<file path="config.mk">
export PLATFORM = sky130hd
export DESIGN_NAME = leaf_request_queue
export DESIGN_NICKNAME = d
export VERILOG_FILES = /design/src/rtl/leaf_queue_pkg.sv /design/src/rtl/leaf_queue_storage.sv /design/src/rtl/leaf_request_queue.sv
export SDC_FILE = /design/constraint.sdc
export NUM_CORES = 2
export LEC_CHECK = 0
export BUFFER_PORTS_ARGS = -buffer_cell sky130_fd_sc_hd__buf_2
export CORE_UTILIZATION = 45
export CTS_BUF_LIST = sky130_fd_sc_hd__clkbuf_8
export DETAILED_ROUTE_END_ITERATION = 12
export HOLD_SLACK_MARGIN = 0.06
export PLACE_DENSITY = 0.59
export SYNTH_ARGS = -nofsm -noshare
export SYNTH_HDL_FRONTEND = slang
export SYNTH_SLANG_ARGS = --single-unit
</file>
<file path="constraint.sdc">
create_clock -name clk -period 5.3 [get_ports clk]
set_input_delay 0.265 -clock clk [delete_from_list [all_inputs] [get_ports clk]]
set_output_delay 0.265 -clock clk [all_outputs]
set_load 0.02 [all_outputs]
</file>
<file path="src/rtl/leaf_queue_pkg.sv">
// Shared widths and request payload for the leaf request queue.
package leaf_queue_pkg;

   localparam int unsigned ADDRESS_WIDTH  = 8;
   localparam int unsigned QUERY_ID_WIDTH = 12;
   localparam int unsigned DEPTH          = 32;
   // 6 tree stages x 2 lanes in flight, plus 2 entries of slack
   localparam int unsigned AF_MARGIN      = 14;
   localparam int unsigned AF_THRESHOLD   = DEPTH - AF_MARGIN;
   localparam int unsigned PTR_W          = $clog2(DEPTH);
   localparam int unsigned CNT_W          = $clog2(DEPTH) + 1;

   typedef struct packed {
      logic                      lane;
      logic [QUERY_ID_WIDTH-1:0] query_id;
      logic [ADDRESS_WIDTH-1:0]  leaf_index;
   } leaf_req_t;

endpackage

</file>
<file path="src/rtl/leaf_queue_storage.sv">
// Register array with two write ports and one asynchronous read port.
module leaf_queue_storage
   import leaf_queue_pkg::*;
(
   input  logic             clk,
   input  logic             rst_n,
   input  logic             wr_a_en,
   input  logic [PTR_W-1:0] wr_a_addr,
   input  leaf_req_t        wr_a_data,
   input  logic             wr_b_en,
   input  logic [PTR_W-1:0] wr_b_addr,
   input  leaf_req_t        wr_b_data,
   input  logic [PTR_W-1:0] rd_addr,
   output leaf_req_t        rd_data
);

   leaf_req_t mem [DEPTH];

   // Entry storage; the two write addresses are never equal in the same cycle
   always_ff @(posedge clk or negedge rst_n) begin
      if (!rst_n) begin
         for (int unsigned i = 0; i < DEPTH; i++) begin
            mem[i] <= '0;
         end
      end else begin
         if (wr_a_en) mem[wr_a_addr] <= wr_a_data;
         if (wr_b_en) mem[wr_b_addr] <= wr_b_data;
      end
   end

   assign rd_data = mem[rd_addr];

endmodule

</file>
<file path="src/rtl/leaf_request_queue.sv">
// Two-lane leaf result queue serialised into one valid/ready request stream.
module leaf_request_queue
   import leaf_queue_pkg::*;
(
   input  logic                      clk,
   input  logic                      rst_n,
   input  logic                      clear,
   input  logic [ADDRESS_WIDTH-1:0]  leaf_index,
   input  logic                      receiver_en,
   input  logic [ADDRESS_WIDTH-1:0]  leaf_index_two,
   input  logic                      receiver_two_en,
   output logic                      out_valid,
   input  logic                      out_ready,
   output logic [ADDRESS_WIDTH-1:0]  out_leaf_index,
   output logic                      out_lane,
   output logic [QUERY_ID_WIDTH-1:0] out_query_id,
   output logic [CNT_W-1:0]          count,
   output logic                      almost_full,
   output logic                      overflow
);

   logic [PTR_W-1:0]          wp, rp, wp_next, rp_next;
   logic [CNT_W-1:0]          count_next, free;
   logic [QUERY_ID_WIDTH-1:0] qid0, qid1, qid0_next, qid1_next;
   logic                      overflow_next;
   logic                      pop;
   logic                      wr_a_en, wr_b_en;
   logic [1:0]                n_stored;
   leaf_req_t                 req0, req1, wr_a_data, head;

   assign req0 = '{lane: 1'b0, query_id: qid0, leaf_index: leaf_index};
   assign req1 = '{lane: 1'b1, query_id: qid1, leaf_index: leaf_index_two};

   // Arbitration of both lanes against free slots, pointer/counter/flag next state
   always_comb begin
      pop           = out_valid && out_ready;
      free          = CNT_W'(DEPTH) - count + CNT_W'(pop);
      wr_a_en       = 1'b0;
      wr_b_en       = 1'b0;
      wr_a_data     = req0;
      n_stored      = 2'd0;
      wp_next       = wp;
      rp_next       = rp;
      count_next    = count;
      qid0_next     = qid0;
      qid1_next     = qid1;
      overflow_next = overflow;

      if (clear) begin
         wp_next       = '0;
         rp_next       = '0;
         count_next    = '0;
         qid0_next     = '0;
         qid1_next     = '0;
         overflow_next = 1'b0;
      end else begin
         if (receiver_en && receiver_two_en) begin
            if (free >= CNT_W'(2)) begin
               wr_a_en  = 1'b1;
               wr_b_en  = 1'b1;
               n_stored = 2'd2;
            end else if (free == CNT_W'(1)) begin
               wr_a_en       = 1'b1;
               n_stored      = 2'd1;
               overflow_next = 1'b1;
            end else begin
               overflow_next = 1'b1;
            end
         end else if (receiver_en || receiver_two_en) begin
            // A lone lane-1 result takes the first write port
            wr_a_data = receiver_en ? req0 : req1;
            if (free != '0) begin
               wr_a_en  = 1'b1;
               n_stored = 2'd1;
            end else begin
               overflow_next = 1'b1;
            end
         end

         wp_next    = wp + PTR_W'(n_stored);
         rp_next    = rp + PTR_W'(pop);
         count_next = count + CNT_W'(n_stored) - CNT_W'(pop);
         qid0_next  = qid0 + QUERY_ID_WIDTH'(receiver_en);
         qid1_next  = qid1 + QUERY_ID_WIDTH'(receiver_two_en);
      end
   end

   // Pointer, occupancy, tag counter and sticky overflow registers
   always_ff @(posedge clk or negedge rst_n) begin
      if (!rst_n) begin
         wp       <= '0;
         rp       <= '0;
         count    <= '0;
         qid0     <= '0;
         qid1     <= '0;
         overflow <= 1'b0;
      end else begin
         wp       <= wp_next;
         rp       <= rp_next;
         count    <= count_next;
         qid0     <= qid0_next;
         qid1     <= qid1_next;
         overflow <= overflow_next;
      end
   end

   leaf_queue_storage u_storage (
      .clk       (clk),
      .rst_n     (rst_n),
      .wr_a_en   (wr_a_en),
      .wr_a_addr (wp),
      .wr_a_data (wr_a_data),
      .wr_b_en   (wr_b_en),
      .wr_b_addr (wp + PTR_W'(1)),
      .wr_b_data (req1),
      .rd_addr   (rp),
      .rd_data   (head)
   );

   assign out_valid      = (count != '0);
   assign almost_full    = (count >= CNT_W'(AF_THRESHOLD));
   assign out_leaf_index = head.leaf_index;
   assign out_lane       = head.lane;
   assign out_query_id   = head.query_id;

endmodule
</file>
== Word level (Yosys, flattened, before mapping) ==
Index checks and enable logic that the tools add are counted.

* $add $sub $neg: 9
* Order comparisons: 7
* Equal/unequal tests: 3
* Multiplexer cells: 40
* Bitwise gates (word level): 3
* Reductions and logical operators: 9

{| class="wikitable"
|+ Operators with widths
! kind !! count
|-
| 672-bit bitwise mux || 2
|-
| 672-bit two-way mux || 2
|-
| 21-bit demux with 5-bit select || 2
|-
| 21-bit two-way mux || 8
|-
| 21-bit binary-select mux with 5-bit select || 1
|-
| 12-bit by 1-bit adder with 12-bit output || 2
|-
| 12-bit two-way mux || 2
|-
| 6-bit greater-or-equal comparator, second input constant || 3
|-
| 5-bit inverter with 6-bit output || 3
|-
| 1-bit two-way mux || 17
|-
| 6-bit by 1-bit < comparator with 1-bit output, second input constant || 2
|-
| 6-bit nonzero test || 2
|-
| 5-bit two-way mux || 2
|-
| 6-bit by 1-bit adder with 6-bit output || 1
|-
| 6-bit by 2-bit adder with 6-bit output || 1
|-
| 6-bit by 1-bit equality test with 1-bit output, second input constant || 1
|-
| 6-bit by 2-bit greater-or-equal comparator with 1-bit output, second input constant || 1
|-
| 6-bit by 5-bit greater-or-equal comparator with 1-bit output, second input constant || 1
|-
| 2-bit two-way mux || 3
|-
| 6-bit two-way mux || 1
|-
| 3-bit inequality test, second input constant || 2
|-
| 6-bit by 1-bit subtractor with 6-bit output || 1
|-
| 6-bit subtractor, first input constant || 1
|-
| 5-bit by 1-bit adder with 5-bit output || 1
|-
| 6 further kinds || 9
|}

* Bits in registers: 713
* Bits of input ports: 22
* Output and inout bits: 30
* Logic and storage cells: 173

== Longest topological paths before layout ==
* Depth after elaboration: 11
* Depth in mapped cells: 22
* Gate-level depth less buffers: 20

== Cells and area by module ==
From an unflattened synthesis, not the netlist that was laid out.

* Cells, all modules: 4118
* Area total of the unflattened synthesis: 40103.5 um^2

{| class="wikitable"
|+ Modules (own cells, without submodules)
! module !! instances !! cells an instance !! area each (um^2) !! sequential area each (um^2)
|-
| leaf_queue_storage || 1 || 3853 || 37501.0 || 16816.1
|-
| leaf_request_queue || 1 || 265 || 2602.5 || 1026.0
|}

== Worst setup path after synthesis ==
Ideal clock, no wire load.

* Path type: reg-to-reg
* From: register count[2]
* To: register count[4]
* Library setup time: 78 ps
* Arrival: 4573 ps
* Required time: 5222 ps
* Setup slack: 648 ps
* Cell stages (with the launch flop): 22
* Path buffers: 2
* Clock period less this slack: 4652 ps
* Path through: dfrtp_1 > inv_1 > ha_1 > nand3_1 > nand2_1 > ha_1 > inv_1 > ha_1 > nor3b_1 > a32oi_1 > buf_2 > buf_2 > o21ai_1 > nand3_1 > ha_1 > inv_1 > ha_1 > fa_1 > a21oi_1 > nor2_1 > or3_1 > a21oi_1

* Word-level cells in the longest chain between the ends: 11
* Elaborated cells between the ends (all ways): 16
* Classes of those cells: 4 x add/sub; 1 x order compare; 1 x eq/ne; 7 x mux; 3 x reduce/logical

{| class="wikitable"
|+ Ends and longest elaborated chain
! element !! RTL line !! RTL
|-
| from (decl) || leaf_request_queue.sv:17 || <nowiki>output logic [CNT_W-1:0] count,</nowiki>
|-
| from (signal assigned) || leaf_request_queue.sv:100 || <nowiki>count <= count_next;</nowiki>
|-
| 6-bit nonzero test * || leaf_request_queue.sv:120 || <nowiki>assign out_valid = (count != '0);</nowiki>
|-
| via out_valid || leaf_request_queue.sv:12 || <nowiki>output logic out_valid,</nowiki>
|-
| 1-bit logical AND * || leaf_request_queue.sv:36 || <nowiki>pop = out_valid && out_ready;</nowiki>
|-
| parallel branches: the longest is 7 deep, another holds 6-bit by 1-bit adder with 6-bit output || n/a ||
|-
| 6-bit by 1-bit subtractor with 6-bit output * || leaf_request_queue.sv:82 || <nowiki>count_next = count + CNT_W'(n_stored) - CNT_W'(pop);</nowiki>
|-
| 6-bit two-way mux * || leaf_request_queue.sv:49 || <nowiki>if (clear) begin</nowiki>
|-
| via count_next[4] || leaf_request_queue.sv:23 || <nowiki>logic [CNT_W-1:0] count_next, free;</nowiki>
|}

Mark *: on every way through the listed nets, which the timed path passes. The select of a mux whose other input is x is not followed.
A chain may end at the register's enable or synchronous reset.

== Worst setup path after layout ==
* From: register count[2]
* To: register count[4]

* Word-level cells in the longest chain between the ends: 11
* Elaborated cells between the ends (all ways): 16
* Classes of those cells: 4 x add/sub; 1 x order compare; 1 x eq/ne; 7 x mux; 3 x reduce/logical

{| class="wikitable"
|+ Ends and longest elaborated chain
! element !! RTL line
|-
| parallel branches: the longest is 9 deep, another holds 6-bit subtractor || n/a
|-
| 6-bit by 1-bit subtractor with 6-bit output * || leaf_request_queue.sv:82
|-
| 6-bit two-way mux * || leaf_request_queue.sv:49
|-
| via count_next[4] || leaf_request_queue.sv:23
|}

Marks and branches as above.

==> impl_metrics.yaml <==
floorplan:
  io_pins: 52
  initial_core_util: 0.455
  row_count: 106
  fp.dieArea_sq_um: 85700
  fp.dieH_um: 293
  die_x_um: 293
  core_sq_um: 83700
global_route:
  antenna_found_initial: 7
  grt_pass1_vias: 30400
  grtUsageTotal: 0.314
  grt_pass1_wl_um: 203000
  overflow: 0
  grt_max_degree: 160
finish:
  final_util: 0.499
  finish.instance_area_sq_um: 41700
  area_delta_synth_final_pct: 9.70
  drive_gt1_frac: 0.192
  nets: 3677
logic_synthesis:
  yosysSeqAreaShare: 0.469
  synth.distinct_cells: 51
  synthCells: 3778
  yosysWarnings: 0
  synthArstFlopShare: 1.00
  synth_seq_cells: 713
  synth_edf_count: 0
  synthesis.area_sq_um: 38000
  syn_area_per_cell_sq_um: 10.1
  synth_fp_nets: 3824
  synth_ff_type: "dfrtp_1"
drt:
  drtIter0Drc: 3710
  wl_per_cell_um: 27.7
  drc: 0
  drtAntennaViolNets: 0
  wirelength_um: 134000
  vias: 31400
  vias_per_cell: 6.46
  first_pass_iters: 5
sta:
  tightest_slew_ns: 1.15
  fin_worst_skew_ns: 0.0226
  rsz0062_at_grt: "no"
  setup_ws_ns: 0.932
  fmax_mhz: 229
  period_share: 0.824
  setup_viol: 0
  finalHoldViolCount: 0
  slew_headroom: 0.233
  period_needed_ns: 4.37
  slew_viol_final: 0
  final.setup.tns_ns: 0
clock_tree:
  insertion_delay_ns: 0.74
  cts_setup_buffers: 0
  cts_made_buffers: 120
  hold_buffers: 6
  clkTransAtPathRegs_ns: 0.06
  root_buffer: "clkbuf_8"
  htreeDepth: 3
  cts.sinks: 713
  tritoncts: "done"
  cts_resized: 0
  clock_path_buffers: 3
pwr:
  p_switching_mw: 6.80
  vdd_drop_max_v: 0.000391
  p_leak_nw: 17.0
  netSwitchingFraction: 0.382
  p_per_area_nw_per_um2: 426
  p_comb_frac: 0.335
  power_frac_clock: 0.285
  p_total_mw: 17.8
  p_int_mw: 11.0
  seqPwrFrac: 0.380
outcome:
  status: "finished clean"
worst_setup_path:
  crit_path_max_fanout: 16
  crit_arrival_ns: 5.02
  start_kind: "flop"
  path_class: "flop to flop"
  cp-end-kind: "flop"
  required_ns: 5.96
placed_design:
  place_ws_ns: 0.988
  dpl-instance-area_sq_um: 39200
  io_buffers: 51
  gp_congestion: 0.934
  hpwl_um: 82100
run:
  drv_cap: 0
hold_path:
  hold_class: "primary input to flop"
## metrics by stage
stage / cells / hold slack, ns
2_1_floorplan: 3778 / -0.0306
5_1_grt: 4858 / 0.133
6_report: 4861 / 0.150
3_3_place_gp: 4637 / 0.338
3_5_place_dp: 4637 / 0.337
4_1_cts: 4857 / 0.0888
## metal layers
layer,up-vias,GRT usage,share of wire
li1,13700,-,-
met1,15800,0.455,0.42
met2,1635,0.449,0.43
met3,234,0.0752,0.11
met4,6,0.136,0.042
met5,-,0,0.00027
## power groups by stage
stage               combinational, mW  sequential [mW]  clock, mW
floorplan                        3.92             6.61          0
global placement                 5.81             6.82          0
detailed placement               5.87             6.83          0
CTS                              5.87             6.74       5.13
global route                     6.28             6.85       5.36
finish                           5.96             6.76       5.07
## flip-flops by register name (all words and copies together) (netlist names)
signal,flops
wp,5
qid1,12
overflow,1
count,6
rp,5
u_storage.mem,672
qid0,12
## worst max-delay path, stage by stage (launching register included)
cell	delay, ns
dfrtp_1	0.54
inv_1	0.14
ha_1	0.26
nand3_1	0.11
nand2_1	0.09
ha_2	0.19
nor3_1	0.38
o22a_2	0.27
buf_4	0.33
nor2_1	0.12
nand2_1	0.09
nand3_1	0.09
ha_1	0.32
inv_1	0.04
ha_1	0.20
fa_1	0.46
a21oi_1	0.16
nor2_1	0.06
or3_1	0.30
a21oi_1	0.14
## kinds of logic after synthesis
kind of cell / Yosys count / synth area share
xor gates and xnor gates: 26 / 0.00599
and+or+nand+nor: 822 / 0.0890
buffers and inverters: 516 / 0.0658
AOI/OAI and AO/OA: 1422 / 0.225
muxes: 255 / 0.137
adders and majority gates: 24 / 0.00829
DFF: 713 / 0.469
## layout by cell type, fill, tap and decap left out, types with 8 or more instances in the layout
master and count:
xnor2_1 11, o31ai_4 20, o21ai_1 553, buf_4 162, a211o_1 30, nand3_1 16
buf_12 10, nand4_1 33, buf_2 50, dfrtp_1 709, ha_1 21, mux4_2 210
a21oi_1 11, a2111oi_2 10, nand2_1 661, o22ai_1 640, a211oi_4 14, clkbuf_8 161
inv_1 60, xor2_1 15, mux2_2 22, a31oi_2 31, o21ai_0 96, mux2i_1 23
nor2b_1 48, o2111a_1 8, nor2_1 40
## worst paths after layout
kind	startpoint	end	slack (ns)	cells after the start
max	count[2]	count[4]	0.93	19
min	leaf_index_two[3]	u_storage.mem[549]	0.15	4
max reg2reg	count[2]	count[4]	0.93	19
min reg2reg	u_storage.mem[393]	u_storage.mem[393]	0.55	2
max in group asynchronous	rst_n	rp[3]	3.64	3
min in group asynchronous	rst_n	u_storage.mem[293]	0.17	2
## final cells by class
class	instances	area, sq um
fill	7528	42000
multi-input combinational	2549	18200
sequential	713	17900
clock buffer	161	2220
timing repair buffer	229	1740
tap	1134	1420
clock inverter	53	246
inverter	18	67.6
antenna	4	10.0
## cell usage after synthesis (2+ instances only)
cell,count,share of area
fa_1,2,0.0011
inv_1,18,0.0018
or4_1,2,0.00039
mux4_2,210,0.12
o22ai_1,640,0.11
buf_6,56,0.017
and2_1,2,0.00033
a211o_1,30,0.0069
nand3_1,16,0.0021
nor2_1,40,0.0039
o21ai_1,553,0.073
nor2b_1,48,0.0079
a2111oi_1,10,0.0026
a32o_1,2,0.00053
or3_1,5,0.00082
nor3b_1,2,0.00039
mux2i_1,23,0.0061
buf_1,21,0.0021
nand3b_1,2,0.00039
buf_2,95,0.012
ha_1,22,0.0072
mux2_2,22,0.0065
xnor2_1,11,0.0025
a21oi_1,11,0.0014
nand4_1,33,0.0054
buf_8,2,0.00079
o2111a_1,8,0.0024
xor2_1,15,0.0035
o21ai_0,96,0.013
a211oi_1,14,0.0028
o31ai_4,20,0.011
dfrtp_1,713,0.47
a31oi_1,32,0.0053
clkbuf_1,323,0.032
nor3_1,3,0.00039
nand2_1,661,0.065
No activity file was read; power rests on OpenSTA's default activity.
